--- src/rtl/addsub_pkg.sv ---
// addsub_pkg: FSM states and signed clamp helpers for the serial adder/subtractor
package addsub_pkg;
  typedef enum logic [1:0] {IDLE, RUN, DONE} state_t;
  function automatic logic [63:0] sat_max(input int w);
    return (64'd1 << (w - 1)) - 64'd1;
  endfunction
  function automatic logic [63:0] sat_min(input int w);
    return 64'd1 << (w - 1);
  endfunction
endpackage

--- src/rtl/addsub_serial_cla_digit.sv ---
// cla_digit: combinational D-bit carry-lookahead digit slice
module cla_digit #(
  parameter int D = 4
) (
  input  logic [D-1:0] a,
  input  logic [D-1:0] b,
  input  logic         cin,
  output logic [D-1:0] sum,
  output logic         cout,
  output logic         cmsb
);
  logic [D-1:0] p, g;
  logic [D:0]   c;
  assign p = a ^ b;
  assign g = a & b;
  assign c[0] = cin;
  for (genvar i = 0; i < D; i++) begin : g_carry
    assign c[i+1] = g[i] | (p[i] & c[i]);
  end
  assign sum  = p ^ c[D-1:0];
  assign cout = c[D];
  assign cmsb = c[D-1];
endmodule

--- src/rtl/addsub_serial.sv ---
// addsub_serial: digit-serial W-bit add/sub with optional signed saturation
module addsub_serial
  import addsub_pkg::*;
#(
  parameter int W = 16,
  parameter int D = 4
) (
  input  logic         clk,
  input  logic         rst_n,
  input  logic         in_valid,
  output logic         in_ready,
  input  logic [W-1:0] A,
  input  logic [W-1:0] B,
  input  logic         M,
  input  logic         SAT,
  output logic         out_valid,
  input  logic         out_ready,
  output logic [W-1:0] S,
  output logic         C,
  output logic         V
);
  localparam int N = W / D;
  localparam int KW = N > 1 ? $clog2(N) : 1;
  localparam logic [63:0] SMAX = sat_max(W);
  localparam logic [63:0] SMIN = sat_min(W);
  state_t         state;
  logic [KW-1:0]  k;
  logic [W-1:0]   a_r, bb_r, res, raw;
  logic           cy, sat_r, cout, cmsb, v_n;
  logic [D-1:0]   sum;
  cla_digit #(.D(D)) u_digit (
    .a   (a_r[k*D +: D]),
    .b   (bb_r[k*D +: D]),
    .cin (cy),
    .sum (sum),
    .cout(cout),
    .cmsb(cmsb)
  );
  assign v_n = cout ^ cmsb;
  // Full result with the current digit inserted, so the last digit can feed the output mux directly
  always_comb begin
    raw = res;
    raw[k*D +: D] = sum;
  end
  // Handshake FSM, digit sequencing and registered result formation
  always_ff @(posedge clk or negedge rst_n) begin
    if (!rst_n) begin
      state     <= IDLE;
      k         <= '0;
      cy        <= 1'b0;
      res       <= '0;
      a_r       <= '0;
      bb_r      <= '0;
      sat_r     <= 1'b0;
      S         <= '0;
      C         <= 1'b0;
      V         <= 1'b0;
      in_ready  <= 1'b1;
      out_valid <= 1'b0;
    end else begin
      case (state)
        IDLE: if (in_valid) begin
          a_r      <= A;
          bb_r     <= M ? ~B : B;
          cy       <= M;
          sat_r    <= SAT;
          k        <= '0;
          in_ready <= 1'b0;
          state    <= RUN;
        end
        RUN: begin
          res <= raw;
          cy  <= cout;
          k   <= k + 1'b1;
          if (k == KW'(N - 1)) begin
            C         <= cout;
            V         <= v_n;
            S         <= (sat_r & v_n) ? (a_r[W-1] ? SMIN[W-1:0] : SMAX[W-1:0]) : raw;
            out_valid <= 1'b1;
            state     <= DONE;
          end
        end
        DONE: if (out_ready) begin
          out_valid <= 1'b0;
          in_ready  <= 1'b1;
          state     <= IDLE;
        end
        default: state <= IDLE;
      endcase
    end
  end
endmodule

--- config.mk ---
export PLATFORM = sky130hd
export DESIGN_NAME = addsub_serial
export DESIGN_NICKNAME = d
export VERILOG_FILES = /design/src/rtl/addsub_pkg.sv /design/src/rtl/addsub_serial_cla_digit.sv /design/src/rtl/addsub_serial.sv
export SDC_FILE = /design/constraint.sdc
export NUM_CORES = 1
export LEC_CHECK = 0
export ABC_AREA = 1
export CORE_MARGIN = 2
export CORE_UTILIZATION = 49
export DETAILED_ROUTE_END_ITERATION = 12
export GPL_TIMING_DRIVEN = 1
export PLACE_DENSITY = 0.83
export SLEW_MARGIN = 10
export SYNTH_ARGS = -nofsm -noshare
export SYNTH_HDL_FRONTEND = slang
export SYNTH_SLANG_ARGS = --single-unit
--- constraint.sdc ---
create_clock -name clk -period 3.3 [get_ports clk]
set_input_delay 0.66 -clock clk [delete_from_list [all_inputs] [get_ports clk]]
set_output_delay 0.66 -clock clk [all_outputs]
set_load 0.05 [all_outputs]
==> results.json <==
{
  "status": "finished clean",
  "hold_viol": 0,
  "slew_viol_final": 0,
  "cts_root_buf": "clkbuf_8",
  "post_dp_cell_area_sq_um": 4430,
  "ys_seq_area_frac": 0.488,
  "grt_overflow": 0,
  "ys_ff_latch": 74,
  "period_share": 0.923,
  "crit_required_ps": 3590,
  "hold_buffers": 0,
  "cts_buffer_depth": 2,
  "critPathLaunchType": "register",
  "route.detailed.drc": 0,
  "dieArea_sq_um": 8460,
  "seqPwrFrac": 0.288,
  "critPathArrivalTime_ps": 3340,
  "swShare": 0.478,
  "relSlewSlack": 0.282,
  "cts.sinks": 74,
  "netlist_instances": 457,
  "met2_usage": 0.365,
  "antenna_found_initial": 0,
  "synth_cell_types": 32,
  "grt_pass1_wl_mm": 14.6,
  "drive_above_1_share": 0.123,
  "nNetsFinal": 562,
  "post-cts-setup-buffers": 0,
  "p_int_mw": 2.90,
  "mostFrequentLayoutCells": "nand2_1 (174), dfrtp_1 (72), clkdlybuf4s50_1 (56)",
  "fmax_ghz": 0.328,
  "clock_skew_ps": 8.11,
  "area_growth_pct": 23.3,
  "final_util": 0.615,
  "vias_per_cell": 5.10,
  "power.density_nw_per_um2": 1190,
  "track_usage": 0.213,
  "core_area_sq_um": 7610,
  "placed_cells": 605,
  "antenna_cells": 0,
  "pwr-share-clk": 0.141,
  "p_leak_nw": 2.23,
  "finalNonFillerCells": 621,
  "io_buffers": 57,
  "cap_viol_max_count": 0,
  "r2r_slack_ps": 250,
  "ant_nets": 0,
  "busiest_layer": "met2",
  "synth_nets": 505,
  "wirelength_mm": 8.29,
  "dpl.hpwl_mm": 5.94,
  "cts_tree": "done",
  "setup-tns-final_ps": 0,
  "fin_hold_ws_ps": 474,
  "use_met1": 0.273,
  "htreeDepth": 3,
  "synth_area_sq_um": 3790,
  "die_h_microns": 92.0,
  "final_common_cell": "nand2_1",
  "first_pass_iters": 4,
  "pwr-share-comb": 0.572,
  "wl_per_cell_microns": 13.3,
  "fin_crit_ps": 3050,
  "drt_iter0_markers": 232,
  "start_util": 0.499,
  "row_count": 32,
  "worst_setup_path_end_kind": "register",
  "clk_pin_slew_ps": 80,
  "fin_area_sq_um": 4680,
  "cts_buffers": 9,
  "io-pin-count": 58,
  "grt_use_met3": 0.0337,
  "setup_violations": 0,
  "grt_max_degree": 51,
  "syn_area_per_cell_sq_um": 8.30,
  "routabilityCongestion": 0.863,
  "clk_latency_ps": 350,
  "peakVddDrop_uv": 592,
  "netSwitchingPower_mw": 2.65,
  "grt_pass1_vias": 3230,
  "synth_warnings": 0,
  "vias": 3167,
  "rsz0062_at_grt": "no",
  "path_max_fanout": 8,
  "hold_class": "register to register",
  "path_class": "register to register",
  "worstMarginPinSlew_ps": 1080,
  "die_w_microns": 92.0
}
-- layout make-up --
type	count	area (sq um)
fill	655	2930
sequential	74	1850
multi-input combinational	330	1710
timing repair buffer	67	641
clock buffer	11	141
inverter	32	128
tap	102	128
clock inverter	5	77.6
-- power by group through the flow --
stage / sequential (mW) / combinational [mW] / clock [mW]
global placement: 1.59 / 2.88 / 0
floorplan: 1.94 / 1.88 / 0
detailed placement: 1.60 / 3.01 / 0
global route: 1.65 / 3.56 / 0.818
CTS: 1.59 / 3.04 / 0.788
finish: 1.60 / 3.18 / 0.781
-- registers in the layout, indices dropped and copies added (netlist names) --
register   flops
C              1
bb_r          16
k              2
out_valid      1
a_r           16
sat_r          1
res           16
in_ready       1
S             16
V              1
cy             1
state          2
-- Yosys cell counts --
master	n	area [sq um]
nand2_1	175	657
dfrtp_1	73	1830
inv_1	27	101
nor2_1	26	97.6
o21ai_0	20	100
o21ai_1	20	100
xnor2_1	16	140
nand3_1	11	55.1
a21oi_2	10	87.6
a31oi_1	8	50.1
buf_2	8	40.0
or2_2	7	43.8
ha_1	6	75.1
a21oi_1	5	25.0
inv_2	5	18.8
buf_4	4	30.0
buf_6	4	45.0
clkbuf_1	4	15.0
fa_1	4	80.1
o22ai_1	4	25.0
or2_1	4	25.0
a32o_1	3	30.0
nand2_2	3	18.8
nand3_2	2	20.0
a21o_1	1	7.51
a22oi_1	1	7.51
clkbuf_4	1	7.51
dfstp_2	1	26.3
nor2_4	1	11.3
nor3b_1	1	7.51
nor3b_2	1	12.5
o31ai_1	1	7.51
-- through the flow --
step / setup slack [ps] / power, mW
after floorplan: 155 / 3.81
after global placement: 254 / 4.47
after detailed placement: 57.9 / 4.61
after CTS: 39.3 / 5.42
after global routing: 29.0 / 6.03
final: 253 / 5.56
-- worst max-delay path, stage by stage (launching register included) --
cell and delay [ps]:
dfrtp_2 470, buf_4 170, nor2_1 140, o22ai_2 90
fa_1 390, inv_1 70, fa_1 160, inv_1 50
fa_2 350, inv_2 80, fa_2 450, nor2_4 130
nand3_1 120, nand2_1 80, nand2_1 50, nand2_1 60
nand2_1 50, nand2_1 70
-- path summary, 6_finish.rpt --
kind                        start        to  cells past startpoint
setup / recovery             k[0]      S[7]                     17
hold / removal             a_r[0]    a_r[0]                      2
setup reg to reg             k[0]      S[7]                     17
hold reg to reg            a_r[0]    a_r[0]                      2
max in group asynchronous   rst_n  bb_r[15]                      2
min in group asynchronous   rst_n      S[4]                      1
-- cell families (layout without fill, tap and decap cells) --
| family | count (synthesis) | after routing | share of synthesized area |
|---|---|---|---|
| buffers and inverters | 53 | 115 | 0.0679 |
| adders and majority gates | 10 | 10 | 0.0409 |
| and+or+nand+nor | 231 | 231 | 0.250 |
| AOI/OAI and AO/OA | 73 | 73 | 0.116 |
| DFF | 74 | 74 | 0.488 |
| xor gates and xnor gates | 16 | 16 | 0.0369 |
-- layer usage --
metal  vias to the layer above  share of wire
met5                         -              0
met4                         0          0.020
met3                        15          0.035
met2                        90           0.50
met1                      1499           0.45
li1                       1563              -
-- repair_timing --
action                     4_1_cts  5_1_grt
resized for setup                0       15
hold endpoints to repair         0        0
setup endpoints to repair        0       19
Power figures use the tool's default switching activity.
